--- src/rtl/clear_ctrl_pkg.sv ---
// Shared board geometry, FSM state encoding and scoring constants for the line-clear sequencer.
package clear_ctrl_pkg;

   // Board geometry: row r occupies bits [r*BOARD_W +: BOARD_W]; row 0 is the top row.
   localparam int BOARD_W    = 10;
   localparam int BOARD_H    = 20;
   localparam int BOARD_SIZE = BOARD_W * BOARD_H;
   localparam int CLEAR_LEN  = 3;

   typedef enum logic [2:0] {
      CC_IDLE     = 3'd0,
      CC_DETECT   = 3'd1,
      CC_FLASH    = 3'd2,
      CC_PASS     = 3'd3,
      CC_PASS_CHK = 3'd4,
      CC_SCORE    = 3'd5,
      CC_DONE     = 3'd6
   } cc_state_t;

   // Points per request for 1..4 cleared lines, before the level multiplier.
   localparam logic [10:0] SCORE_1 = 11'd40;
   localparam logic [10:0] SCORE_2 = 11'd100;
   localparam logic [10:0] SCORE_3 = 11'd300;
   localparam logic [10:0] SCORE_4 = 11'd1200;

   // Base score for a request; counts above four are paid as four.
   function automatic logic [10:0] score_base(input logic [4:0] cnt);
      logic [10:0] base;
      case (cnt)
         5'd0:    base = 11'd0;
         5'd1:    base = SCORE_1;
         5'd2:    base = SCORE_2;
         5'd3:    base = SCORE_3;
         default: base = SCORE_4;
      endcase
      return base;
   endfunction

endpackage

--- src/rtl/clear_ctrl_flash.sv ---
// Flash phase timer: phase starts "on", toggles every FLASH_HALF cycles while enabled,
// and flags the last cycle of FLASH_N on/off pairs.
module clear_ctrl_flash #(
   parameter logic [11:0] FLASH_HALF = 12'd6,
   parameter logic [2:0]  FLASH_N    = 3'd3
) (
   input  logic clk,
   input  logic rst,
   input  logic clear,
   input  logic en,
   output logic phase,
   output logic expired
);

   localparam logic [3:0] TOGGLES = {FLASH_N, 1'b0};

   logic [11:0] half_reg;
   logic [3:0]  toggle_reg;
   logic        phase_reg;
   logic        half_end;

   assign half_end = (half_reg == FLASH_HALF - 12'd1);
   assign phase    = phase_reg;
   assign expired  = en && half_end && (toggle_reg == TOGGLES - 4'd1);

   // Half-period counter with phase toggle; clear re-arms it with the phase "on".
   always_ff @(posedge clk) begin
      if (rst || clear) begin
         half_reg   <= 12'd0;
         toggle_reg <= 4'd0;
         phase_reg  <= 1'b1;
      end else if (en) begin
         if (half_end) begin
            half_reg   <= 12'd0;
            toggle_reg <= toggle_reg + 4'd1;
            phase_reg  <= ~phase_reg;
         end else begin
            half_reg <= half_reg + 12'd1;
         end
      end
   end

endmodule

--- src/rtl/clear_ctrl.sv ---
// Line-clear sequencer: latches the locked board, flashes full rows, drives the external
// clear unit until no full row remains, then writes the board back and updates scoring.
module clear_ctrl
   import clear_ctrl_pkg::*;
#(
   parameter logic [11:0] FLASH_HALF = 12'd6,
   parameter logic [2:0]  FLASH_N    = 3'd3,
   parameter int          SCORE_W    = 20,
   parameter int          LINES_W    = 10,
   parameter int          MAX_PASS   = 4
) (
   input  logic                  clk,
   input  logic                  rst,
   input  logic                  start,
   input  logic [BOARD_SIZE-1:0] board_in,
   output logic                  busy,
   output logic                  done,
   output logic [BOARD_SIZE-1:0] board_out,
   output logic                  board_we,
   output logic [BOARD_H-1:0]    flash_rows,
   output logic [BOARD_SIZE-1:0] clr_board,
   input  logic [CLEAR_LEN-1:0]  clr_num,
   input  logic [BOARD_SIZE-1:0] clr_next,
   output logic [LINES_W-1:0]    lines_total,
   output logic [3:0]            level,
   output logic [SCORE_W-1:0]    score
);

   localparam int               PW        = SCORE_W + 5;
   localparam logic [2:0]       PASS_LIM  = 3'(MAX_PASS);
   localparam logic [SCORE_W-1:0] SCORE_MAX = {SCORE_W{1'b1}};
   localparam logic [LINES_W-1:0] LINES_MAX = {LINES_W{1'b1}};

   cc_state_t             state_reg, state_next;
   logic [BOARD_SIZE-1:0] work_reg;
   logic [4:0]            cnt_reg;
   logic [2:0]            pass_reg;
   logic [SCORE_W-1:0]    score_reg;
   logic [LINES_W-1:0]    lines_reg;
   logic [3:0]            level_reg;
   logic [BOARD_H-1:0]    full_mask;
   logic                  phase;
   logic                  flash_expired;

   // Full-row detection on the registered working board.
   for (genvar gi = 0; gi < BOARD_H; gi++) begin : g_row
      assign full_mask[gi] = &work_reg[gi*BOARD_W +: BOARD_W];
   end

   clear_ctrl_flash #(
      .FLASH_HALF (FLASH_HALF),
      .FLASH_N    (FLASH_N)
   ) u_flash (
      .clk     (clk),
      .rst     (rst),
      .clear   (state_reg == CC_DETECT),
      .en      (state_reg == CC_FLASH),
      .phase   (phase),
      .expired (flash_expired)
   );

   // Scoring arithmetic: product is wide enough never to wrap, then saturating adds.
   logic [PW-1:0]      prod;
   logic [PW:0]        score_sum;
   logic [SCORE_W-1:0] score_sat;
   logic [LINES_W:0]   lines_sum;
   logic [LINES_W-1:0] lines_sat;
   logic [LINES_W-1:0] tens;
   logic [3:0]         level_calc;

   assign prod       = PW'(score_base(cnt_reg)) * (PW'(level_reg) + PW'(1));
   assign score_sum  = {1'b0, prod} + (PW+1)'(score_reg);
   assign score_sat  = (score_sum > (PW+1)'(SCORE_MAX)) ? SCORE_MAX : score_sum[SCORE_W-1:0];
   assign lines_sum  = (LINES_W+1)'(lines_reg) + (LINES_W+1)'(cnt_reg);
   assign lines_sat  = lines_sum[LINES_W] ? LINES_MAX : lines_sum[LINES_W-1:0];
   assign tens       = lines_reg / LINES_W'(10);
   assign level_calc = (tens > LINES_W'(15)) ? 4'd15 : tens[3:0];

   // State register.
   always_ff @(posedge clk) begin
      if (rst) state_reg <= CC_IDLE;
      else     state_reg <= state_next;
   end

   // Next-state logic. An empty request still passes through SCORE (adding zero) so the
   // no-clear latency is a fixed three cycles.
   always_comb begin
      state_next = state_reg;
      case (state_reg)
         CC_IDLE:     if (start) state_next = CC_DETECT;
         CC_DETECT:   state_next = (full_mask == '0) ? CC_SCORE : CC_FLASH;
         CC_FLASH:    if (flash_expired) state_next = CC_PASS;
         CC_PASS:     state_next = CC_PASS_CHK;
         CC_PASS_CHK: state_next = (clr_num == '0 || pass_reg == PASS_LIM) ? CC_SCORE : CC_PASS;
         CC_SCORE:    state_next = CC_DONE;
         CC_DONE:     state_next = CC_IDLE;
         default:     state_next = CC_IDLE;
      endcase
   end

   // Datapath: working board, pass/line counters and the persistent score state.
   always_ff @(posedge clk) begin
      if (rst) begin
         work_reg  <= '0;
         cnt_reg   <= 5'd0;
         pass_reg  <= 3'd0;
         score_reg <= '0;
         lines_reg <= '0;
         level_reg <= 4'd0;
      end else begin
         level_reg <= level_calc;
         case (state_reg)
            CC_IDLE: if (start) work_reg <= board_in;
            CC_DETECT: begin
               cnt_reg  <= 5'd0;
               pass_reg <= 3'd0;
            end
            CC_PASS: begin
               work_reg <= clr_next;
               cnt_reg  <= cnt_reg + 5'(clr_num);
               pass_reg <= pass_reg + 3'd1;
            end
            CC_SCORE: begin
               score_reg <= score_sat;
               lines_reg <= lines_sat;
            end
            default: ;
         endcase
      end
   end

   assign busy        = (state_reg != CC_IDLE);
   assign done        = (state_reg == CC_DONE);
   assign board_we    = done && (cnt_reg != 5'd0);
   assign flash_rows  = (state_reg == CC_FLASH && phase) ? full_mask : '0;
   assign board_out   = work_reg;
   assign clr_board   = work_reg;
   assign lines_total = lines_reg;
   assign level       = level_reg;
   assign score       = score_reg;

endmodule

--- config.mk ---
export PLATFORM = sky130hd
export DESIGN_NAME = clear_ctrl
export DESIGN_NICKNAME = d
export VERILOG_FILES = /design/src/rtl/clear_ctrl_pkg.sv /design/src/rtl/clear_ctrl_flash.sv /design/src/rtl/clear_ctrl.sv
export SDC_FILE = /design/constraint.sdc
export NUM_CORES = 1
export LEC_CHECK = 0
export CAP_MARGIN = 20
export CORE_AREA = 2 2 337 339
export CTS_BUF_LIST = sky130_fd_sc_hd__clkbuf_16
export DETAILED_ROUTE_END_ITERATION = 8
export DIE_AREA = 0 0 339 341
export PLACE_DENSITY = 0.43
export SYNTH_ARGS = -nofsm -noshare
export SYNTH_HDL_FRONTEND = slang
export SYNTH_SLANG_ARGS = --single-unit
export TNS_END_PERCENT = 1
--- constraint.sdc ---
create_clock -name clk -period 4.5 [get_ports clk]
set_input_delay 1.35 -clock clk [delete_from_list [all_inputs] [get_ports clk]]
set_output_delay 1.35 -clock clk [all_outputs]
set_load 0.05 [all_outputs]
# Yosys cells after proc, flatten, opt, wreduce, memory -nomap -nowiden
# Index checks and enable logic that the tools add are counted.
# op_classes
add_sub_neg	7
mul	1
div	1
order_cmp	2
eq_ne	14
n_shift	0
mux	15
n_bitwise	1
n_reduce_logical	37
# ops
cell	n
$pmux W200 S2	1
$mux W200	1
$reduce_and A10 Y1	20
$pmux W11 S4	1
$mux W20	2
$add A16 B20 Y21	1
$gt A21 B20 Y1 const B	1
$logic_not A20 Y1	1
$pmux W3 S6	1
$mul A11 B5 Y16	1
$add A12 B1 Y12 const B	1
$eq A12 B3 Y1 const B	1
$eq A3 B3 Y1 const B	4
$mux W12	1
$mux W3	4
$add A10 B5 Y11	1
$div A10 B4 Y10 const B	1
$eq A5 B2 Y1 const B	2
$gt A10 B4 Y1 const B	1
$mux W10	1
$pmux W5 S2	1
$eq A3 B2 Y1 const B	2
$logic_not A3 Y1	2
$pmux W3 S2	1
17 further kinds	25
# word_totals
register_bits	262
latchBits	0
mem_bits_rw	0
romBits	0
out_inout_bits	457
word_cells	88
memories	0

# Depth between registers and ports, before layout
# Gate-level depths: netlist (run 1).
# depth
depth_word	6
ltp_mapped	19
ltp_nobuf	18

# Modules after synthesis
# From an unflattened synthesis (run 1), not the netlist that was laid out.
# unflattened
hier_cells	2049
area_unflattened_um2	15742.6
# modules_own_cells
module	n_inst	cells_each	area_per_inst_um2	seq_area_each_um2
clear_ctrl	1	1959	14841.7	4884.7
clear_ctrl_flash	1	90	900.9	340.3

# Worst setup path after synthesis (run 1)
# Ideal clock, no wire load.
# synth_timing
path_type	reg2reg
from	register level_reg[0] (netlist: level[0])
to	register score_reg[3] (netlist: score[3])
arrival_time_ps	4937
slack_ps	-502
path_stages_with_launch	18
n_path_buf	1
synth_period_minus_slack_ps	5002
path_cell_list	dfxtp_1 nand3_1 xor2_1 or3_1 fa_1 inv_1 fa_1 fa_1 ha_1 o21ai_0 or2_2 o21ai_0 a21oi_1 a211oi_1 nand2b_1 clkbuf_1 o22ai_1 nor2_1
# synth_between
elab_chain_len	5
# synth_lines
element	line	source
start: declaration	clear_ctrl.sv:40	logic [3:0] level_reg;
start signal: assignment	clear_ctrl.sv:111	level_reg <= level_calc;
$add A4 B1 Y5 *	clear_ctrl.sv:71	assign prod = PW'(score_base(cnt_reg)) * (PW'(level_reg) + PW'(1));
$mul A11 B5 Y16 *	clear_ctrl.sv:71	
$add A16 B20 Y21 *	clear_ctrl.sv:72	assign score_sum = {1'b0, prod} + (PW+1)'(score_reg);
$gt A21 B20 Y1	clear_ctrl.sv:73	assign score_sat = (score_sum > (PW+1)'(SCORE_MAX)) ? SCORE_MAX : score_sum[SCORE_W-1:0];
$mux W20 *	clear_ctrl.sv:73	
end signal: assignment	clear_ctrl.sv:124	score_reg <= score_sat;
end: declaration	clear_ctrl.sv:38	logic [SCORE_W-1:0] score_reg;
# Every way passes the cells marked *; elsewhere a longest branch is shown, timed or not.
# A chain may end at the register's enable or synchronous reset.

# Worst setup path after layout (run 1)
# layout_timing
from	register cnt_reg[4]
to	register score_reg[4] (netlist: score[4])
# layout_between
elab_chain_len	6
word_cells_on_any_way	9
cone_classes	add/sub: 1; mul: 1; order compare: 1; eq/ne: 3; mux: 2; reduce/logical: 1
# layout_lines
element	line	source
start: declaration	clear_ctrl.sv:36	logic [4:0] cnt_reg;
start signal: assignment	clear_ctrl.sv:120	cnt_reg <= cnt_reg + 5'(clr_num);
$eq A5 B2 Y1 (tied with other cells)	clear_ctrl_pkg.sv:29	case (cnt)
$pmux W11 S4 *	clear_ctrl_pkg.sv:29	
$mul A11 B5 Y16 *	clear_ctrl.sv:71	
$add A16 B20 Y21 *	clear_ctrl.sv:72	
$gt A21 B20 Y1	clear_ctrl.sv:73	
$mux W20 *	clear_ctrl.sv:73	
# Marked as above.

==> metrics.md, run 1 <==
| Metric | Value |
|---|---|
| Result of the run | `finished, final reports clean` |
| Quantity of I/O buffers inserted on ports | `862` |
| Worst hold stages | `2` |
| DR vias | `17,360` |
| Final #Nets | `3,150` |
| Initial cell density of the core | `0.1385` |
| Syn_area_per_cell | `7.670 um^2` |
| Post-Route Hold Slack | `0.4704 ns` |
| Total length of routed wires | `100,100 um` |
| MaxCap Viol Count | `0` |
| Min-Delay Path Class | `reg -> reg` |
| Post-cts hold buffer count | `0` |
| Clock edge transition at the registers on the reported setup and hold paths | `0.06 ns` |
| Maximum number of pins on one net before global-route repair | `130` |
| Number of antenna violations at the first check in global routing | `41` |
| Clock tree from TritonCTS | `built` |
| Placer Congestion | `0.8953` |
| Overall die height | `341 um` |
| Final setup fails | `0` |
| Leading post-synthesis cells by cell area | `sky130_fd_sc_hd__dfxtp_1 (34%), sky130_fd_sc_hd__a311oi_1 (11%), sky130_fd_sc_hd__nand2_1 (11%), sky130_fd_sc_hd__buf_4 (9.7%), sky130_fd_sc_hd__nor2_1 (6.7%)` |
| Async set or reset register ratio after synthesis | `0` |
| Post-synth top flop | `sky130_fd_sc_hd__dfxtp_1` |
| Most common cell after layout, fill and taps aside | `sky130_fd_sc_hd__clkdlybuf4s50_1` |
| Average routed wire per standard cell | `23.77 um` |
| Clk root buf | `sky130_fd_sc_hd__clkbuf_16` |
| Startpoint class of the critical path | `flip-flop` |
| Endpoint type of the worst setup path | `flip-flop` |
| Net count after synthesis | `2,499` |
| Post-synth top area cell | `sky130_fd_sc_hd__dfxtp_1` |
| Total GRT Usage | `0.1654` |
| Via density per instance | `4.123` |
| Cell Pwr Density | `416.6 nW/um^2` |
| Share of the clock period used by the worst path | `0.9996` |
| Seq/Total Area, Yosys | `0.3372` |
| Number of flops mapped to enable cells by yosys | `0` |
| Area of the die | `115,600 um^2` |
| Critical path class | `reg -> reg` |
| Reported leakage power | `9.850 nW` |
| TritonCTS Sinks | `261` |
| First-pass GRT wire length | `136,500 um` |
| Final critical-path required period | `4.498 ns` |
| Mapped cell area | `15,490 um^2` |
| Layout-stage area growth over the synthesis result | `70.91%` |
| Number of global-route vias before repair | `17,060` |
| Library cells used by synthesis | `60` |
| Transition time of the tightest slew-check pin | `0.9777 ns` |
| Final-report max-slew violation count | `0` |
| Initial detailed-routing violation count | `1,210` |
| Sum of net half-perimeters after detailed placement | `80,560 um` |
| Clock Tree Buf Depth | `3` |
| Critical path data arrival time | `5.00 ns` |
| Detailed-routing iteration count for the pre-antenna-repair pass | `6` |
| Number of cells on the worst reg-to-reg path | `18` |
| Post-synthesis sequential element count | `261` |
| Setup TNS Final | `0 ns` |
| Io pins | `863` |
| Residual overflow from global routing | `0` |
| Core box area | `111,900 um^2` |
| Die extent in x | `339 um` |
| Number of flip-flops in the largest register | `200` |
| RSZ-0062 raised after global routing | `true` |
| Post-detailed-route DRC marker count | `0` |
| Fraction of post-synthesis cell area in the top cell type by area | `0.3372` |
| Share of final-layout standard cells stronger than drive strength 1 | `0.07815` |
| Peak ir drop on the vdd network | `0.2312 mV` |
| Endpoint required time on the critical path | `5.01 ns` |
| Worst rel slew slack | `0.3462` |
| Maximum fanout count along the critical path | `6` |
| Clk_lat worst skew | `0.59 ns` |
| Number of buffers inserted during clock tree synthesis | `39` |
| Maximum achievable frequency | `222.3 MHz` |
| Antenna Violating Nets Remaining | `0` |
| Mapped Cells | `2,020` |
| Number of placement rows | `123` |
| Layout Skew | `0.02220 ns` |
| Count of final hold-check violations | `0` |
| Total power of the final layout | `11.03 mW` |
| Synthesis Warnings | `0` |
| Commonest cells after routing, fill and taps aside | `sky130_fd_sc_hd__clkdlybuf4s50_1 (841), sky130_fd_sc_hd__nand2_1 (452), sky130_fd_sc_hd__nor2_1 (276)` |
| H-tree Lvls | `2` |
==> power by group <==
group / total [mW] / internal [mW] / leakage (nW) / switching, mW
Combinational: 4.60 / 1.58 / 7.00 / 3.02
Clock: 3.35 / 2.04 / 0.694 / 1.30
Sequential: 3.09 / 2.61 / 2.15 / 0.478
==> Yosys cell counts, types with 4 or more instances <==
master and instances:
sky130_fd_sc_hd__clkbuf_1 128, sky130_fd_sc_hd__a21oi_1 32, sky130_fd_sc_hd__fa_1 30, sky130_fd_sc_hd__or3_1 16
sky130_fd_sc_hd__and2_1 9, sky130_fd_sc_hd__inv_1 52, sky130_fd_sc_hd__nor2_1 277, sky130_fd_sc_hd__a311oi_1 202
sky130_fd_sc_hd__a211oi_1 12, sky130_fd_sc_hd__and3_1 21, sky130_fd_sc_hd__nor2b_1 9, sky130_fd_sc_hd__buf_2 7
sky130_fd_sc_hd__dfxtp_1 261, sky130_fd_sc_hd__nand2_1 454, sky130_fd_sc_hd__xnor2_1 18, sky130_fd_sc_hd__a31oi_1 8
sky130_fd_sc_hd__ha_1 43, sky130_fd_sc_hd__o221ai_1 4, sky130_fd_sc_hd__o31ai_1 4, sky130_fd_sc_hd__o21ai_0 21
sky130_fd_sc_hd__a22oi_1 4, sky130_fd_sc_hd__buf_4 201, sky130_fd_sc_hd__nand2b_1 14, sky130_fd_sc_hd__nor4_1 10
sky130_fd_sc_hd__nand3_1 19, sky130_fd_sc_hd__nor3_1 28, sky130_fd_sc_hd__o21a_1 4, sky130_fd_sc_hd__a21o_1 5
sky130_fd_sc_hd__xor2_1 19, sky130_fd_sc_hd__o22ai_1 11, sky130_fd_sc_hd__a221oi_1 7, sky130_fd_sc_hd__nand4_1 47
==> cell families (layout without fill, tap and decap cells) <==
group                      Yosys count  in the layout  synth area share
and+or+nand+nor                    920            921            0.2516
buffers and inverters              393           1072            0.1450
AOI/OAI and AO/OA                  335            335            0.1712
DFF                                261            261            0.3372
adders and majority gates           73             73           0.07349
xor gates and xnor gates            37             37           0.02092
muxes                                1              1         0.0006461
other                                0             11                 0
==> what timing repair did <==
action / in CTS / in global routing
pin swaps: 28 / 17
cloned: 1 / 0
buffers inserted: 3 / 1
endpoints found under the setup margin: 19 / 24
gates resized for setup: 28 / 12
==> final cells by class <==
type | count | area, um^2
clock inverters | 29 | 311.5
repair buffers | 949 | 9509
diodes | 11 | 27.53
multi-input cells | 1367 | 8289
well taps | 1500 | 1877
inverters | 53 | 202.7
flip-flops and latches | 261 | 5238
fillers | 12430 | 85400
clock buffers | 41 | 1026
==> routing by layer <==
metal,routed length (um),track usage,up-vias
met1,40420,0.1999,8312
met2,47370,0.2744,720
li1,-,-,8174
met3,9432,0.05899,142
met4,2784,0.04935,14
met5,77,0,-
==> per-stage QoR <==
step                        util  instance area (um^2)  worst slack [ns]  instances
final                     0.2367                 26480          0.001998       4211
after global routing      0.2365                 26470           -0.1614       4205
after CTS                 0.2356                 26370         -0.005562       4197
after detailed placement  0.2224                 24890           -0.2467       4124
after global placement    0.2224                 24890           -0.2212       4124
after floorplan                -                 15590           0.01138       2020
==> worst max-delay path, cell delays in order, from the launching register on <==
cell and delay (ns):
sky130_fd_sc_hd__dfxtp_2 0.32, sky130_fd_sc_hd__or3_4 0.39, sky130_fd_sc_hd__or3_4 0.37, sky130_fd_sc_hd__and2_4 0.15
sky130_fd_sc_hd__fa_1 0.49, sky130_fd_sc_hd__inv_1 0.05, sky130_fd_sc_hd__fa_1 0.45, sky130_fd_sc_hd__fa_1 0.53
sky130_fd_sc_hd__inv_2 0.05, sky130_fd_sc_hd__ha_4 0.27, sky130_fd_sc_hd__nor2b_4 0.16, sky130_fd_sc_hd__nor4_4 0.06
sky130_fd_sc_hd__buf_4 0.13, sky130_fd_sc_hd__o21ai_4 0.16, sky130_fd_sc_hd__a21oi_4 0.10, sky130_fd_sc_hd__a211oi_4 0.30
sky130_fd_sc_hd__nand2b_4 0.26, sky130_fd_sc_hd__o22ai_2 0.08, sky130_fd_sc_hd__nor2_1 0.10
==> worst paths after layout <==
| kind | start | end | slack [ns] |
|---|---|---|---|
| worst max register to register | cnt_reg[4] | score[4] | 0.002 |
| worst max-delay path | cnt_reg[4] | score[4] | 0.002 |
| worst min register to register | pass_reg[2] | pass_reg[2] | 0.47 |
| worst min-delay path | pass_reg[2] | pass_reg[2] | 0.47 |
No activity file was read; power rests on OpenSTA's default activity.
==> run 2: changes to the inputs <==
--- a/config.mk
+++ b/config.mk
@@ -6,10 +6,11 @@
 export NUM_CORES = 1
 export LEC_CHECK = 0
 export CAP_MARGIN = 20
-export CORE_AREA = 2 2 337 339
+export CORE_AREA = 2 2 338 340
 export CTS_BUF_LIST = sky130_fd_sc_hd__clkbuf_16
 export DETAILED_ROUTE_END_ITERATION = 8
-export DIE_AREA = 0 0 339 341
+export DIE_AREA = 0 0 340 342
+export HOLD_SLACK_MARGIN = 0.15
 export PLACE_DENSITY = 0.43
 export SYNTH_ARGS = -nofsm -noshare
 export SYNTH_HDL_FRONTEND = slang
==> metrics.md, run 2 (synthesis gave the netlist of run 1 again) <==
| Metric | Value |
|---|---|
| Number of antenna violations at the first check in global routing | `29 (-29%)` |
| Number of buffers inserted during clock tree synthesis | `39 (unchanged)` |
| Area of all placed cells without fillers | `26,230 um^2 (-0.96%)` |
| Total power of the final layout | `10.57 mW (-4.2%)` |
| Average routed wire per standard cell | `23.33 um (-1.8%)` |
| Commonest cells after routing, fill and taps aside | `sky130_fd_sc_hd__clkdlybuf4s50_1 (843), sky130_fd_sc_hd__nand2_1 (453), sky130_fd_sc_hd__nor2_1 (276)` |
| Worst rel slew slack | `0.3819 (+0.03574)` |
| Post-detailed-route DRC marker count | `0 (unchanged)` |
| TritonCTS Sinks | `261 (unchanged)` |
| Critical path class | `reg -> reg` |
| Critical Path End | `score[17]` |
| Via density per instance | `4.084 (-0.94%)` |
| Number of flip-flops in the largest register | `200 (unchanged)` |
| Total GRT Usage | `0.1613 (-0.004157)` |
| Area of the die | `116,300 um^2 (+0.59%)` |
| Clk root buf | `sky130_fd_sc_hd__clkbuf_16` |
| Sum of net half-perimeters after detailed placement | `79,620 um (-1.2%)` |
| Initial cell density of the core | `0.1370 (-0.001494)` |
| Number of cells on the worst reg-to-reg path | `17 (-1)` |
| Min-Delay Path Class | `reg -> reg` |
| Worst-case register-to-register setup slack | `0.02 ns (+0.02 ns)` |
| Residual overflow from global routing | `0 (unchanged)` |
| Maximum number of pins on one net before global-route repair | `145 (+12%)` |
| Fin util | `0.2319 (-0.004798)` |
| Number of placement rows | `124 (+0.81%)` |
| Worst hold stages | `2 (unchanged)` |
| Met3 layer wire length in the routed design | `9000 um (-4.6%)` |
| Final critical-path required period | `4.481 ns (-0.01704 ns)` |
| Initial detailed-routing violation count | `1,160 (-4.1%)` |
| Clock tree from TritonCTS | `built` |
| Number of instances in the placed design | `4,132 (+0.19%)` |
| Clock edge transition at the registers on the reported setup and hold paths | `0.06 ns (about the same)` |
| Placer Congestion | `0.8909 (-0.49%)` |
| Maximum achievable frequency | `223.2 MHz (+0.38%)` |
| Layout Skew | `0.02283 ns (+0.0006366 ns)` |
| Result of the run | `finished, final reports clean` |
| Io pins | `863 (unchanged)` |
| Startpoint class of the critical path | `flip-flop` |
| Layout-stage area growth over the synthesis result | `69.27%` |
| H-tree Lvls | `2 (unchanged)` |
| Final-report max-slew violation count | `0 (unchanged)` |
| Max Used Layer | `met5` |
| RSZ-0062 raised after global routing | `true` |
| Quantity of I/O buffers inserted on ports | `862 (unchanged)` |
| Overall die height | `342 um (+0.29%)` |
| Launch point of the worst reg-to-reg path | `cnt_reg[4]` |
| Critical path data arrival time | `4.93 ns (-0.07 ns)` |
| Post-cts hold buffer count | `0 (unchanged)` |
| Clk_lat worst skew | `0.59 ns (about the same)` |
| First-pass GRT wire length | `134,400 um (-1.5%)` |
| Core box area | `113,100 um^2 (+1.1%)` |
| MaxCap Viol Count | `0 (unchanged)` |
| DR vias | `17,180 (-1.1%)` |
| Most common cell after layout, fill and taps aside | `sky130_fd_sc_hd__clkdlybuf4s50_1` |
| Post-DP Area | `24,850 um^2 (-0.13%)` |
| Count of final hold-check violations | `0 (unchanged)` |
| Final #Nets | `3,145 (-0.16%)` |
| Peak ir drop on the vdd network | `0.1941 mV (-16%)` |
| Post-Route Hold Slack | `0.4763 ns (+0.005897 ns)` |
| Endpoint required time on the critical path | `4.95 ns (-0.06 ns)` |
| Number of global-route vias before repair | `17,080 (+0.10%)` |
| Cell Pwr Density | `403.1 nW/um^2 (-3.2%)` |
| Die extent in x | `340 um (+0.29%)` |
| Detailed-routing iteration count for the pre-antenna-repair pass | `5 (-1)` |
| Critical path origin | `cnt_reg[4]` |
| Transition time of the tightest slew-check pin | `0.9242 ns (-0.05344 ns)` |
| Share of the clock period used by the worst path | `0.9958 (-0.003787)` |
| Endpoint type of the worst setup path | `flip-flop` |
| Share of final-layout standard cells stronger than drive strength 1 | `0.07509 (-0.003055)` |
| Maximum fanout count along the critical path | `4 (-2)` |
| Number of non-filler instances in the completed layout | `4,206 (-0.12%)` |
| Wire length on met2 | `45,640 um (-3.7%)` |
| Endpoint of the worst-slack reg-to-reg timing path | `score[17]` |
| Clock Tree Buf Depth | `3 (unchanged)` |
| Antenna Violating Nets Remaining | `0 (unchanged)` |
| Routed metal-1 wire length | `40,260 um (-0.39%)` |
| Final setup fails | `0 (unchanged)` |
| Reported leakage power | `9.620 nW (-2.3%)` |
| Total length of routed wires | `98,140 um (-2.0%)` |
-- run 2: worst min-delay path by stage --
stage	startpoint	slack, ns	endpoint
finish	pass_reg[2]	0.48	pass_reg[2]
global route	pass_reg[2]	0.51	pass_reg[2]
CTS	pass_reg[2]	0.48	pass_reg[2]
detailed placement	pass_reg[2]	0.47	pass_reg[2]
global placement	pass_reg[2]	0.45	pass_reg[2]
floorplan	pass_reg[2]	0.44	pass_reg[2]
-- run 2: per-layer routing --
layer  vias to the layer above  GRT usage
li1                       8143          -
met1                      8109     0.1956
met2                       753     0.2647
met3                       148    0.05814
met4                        26    0.05116
met5                         -          0
-- run 2: through the flow --
step	setup slack, ns	setup TNS (ns)
6_report	0.01904	0
5_1_grt	-0.1631	-1.608
4_1_cts	-0.08482	-0.8220
3_5_place_dp	-0.1914	-2.874
3_3_place_gp	-0.2120	-3.198
2_1_floorplan	0.01138	0
-- run 2: layout make-up --
type                            count  area, um^2
Clock inverter                     26       141.4
Fill cell                       12450       86880
Sequential cell                   261        5236
Antenna cell                        4       10.01
Inverter                           53       200.2
Timing Repair Buffer              944        9437
Tap cell                         1512        1892
Clock buffer                       39       975.9
Multi-Input combinational cell   1367        8334
-- run 2: worst max-delay path: stages (launching register included) --
cell and delay, ns:
sky130_fd_sc_hd__dfxtp_1 0.31, sky130_fd_sc_hd__buf_4 0.14, sky130_fd_sc_hd__nor3_2 0.22, sky130_fd_sc_hd__nand2_1 0.12, sky130_fd_sc_hd__or3_1 0.37, sky130_fd_sc_hd__fa_1 0.52, sky130_fd_sc_hd__inv_1 0.05, sky130_fd_sc_hd__fa_1 0.50
sky130_fd_sc_hd__fa_1 0.55, sky130_fd_sc_hd__ha_2 0.28, sky130_fd_sc_hd__o21a_1 0.17, sky130_fd_sc_hd__o21a_1 0.17, sky130_fd_sc_hd__and3_1 0.21, sky130_fd_sc_hd__a21oi_4 0.20, sky130_fd_sc_hd__a21oi_2 0.09, sky130_fd_sc_hd__and3_4 0.20
sky130_fd_sc_hd__and4b_1 0.23, sky130_fd_sc_hd__nor3_1 0.05
-- run 2: what timing repair did --
item | 4_1_cts | 5_1_grt
setup endpoints to repair | 22 | 20
gates cloned | 1 | 0
gates resized for setup | 15 | 26
buffers inserted | 3 | 0
pin swaps | 13 | 17
hold endpoints to repair | 0 | 0
-- run 2: power by group --
group,internal [mW],total (mW),switching [mW]
combinational,1.57,4.60,3.04
sequential,2.61,3.10,0.489
clock,1.61,2.87,1.25
total,5.79,10.6,4.78
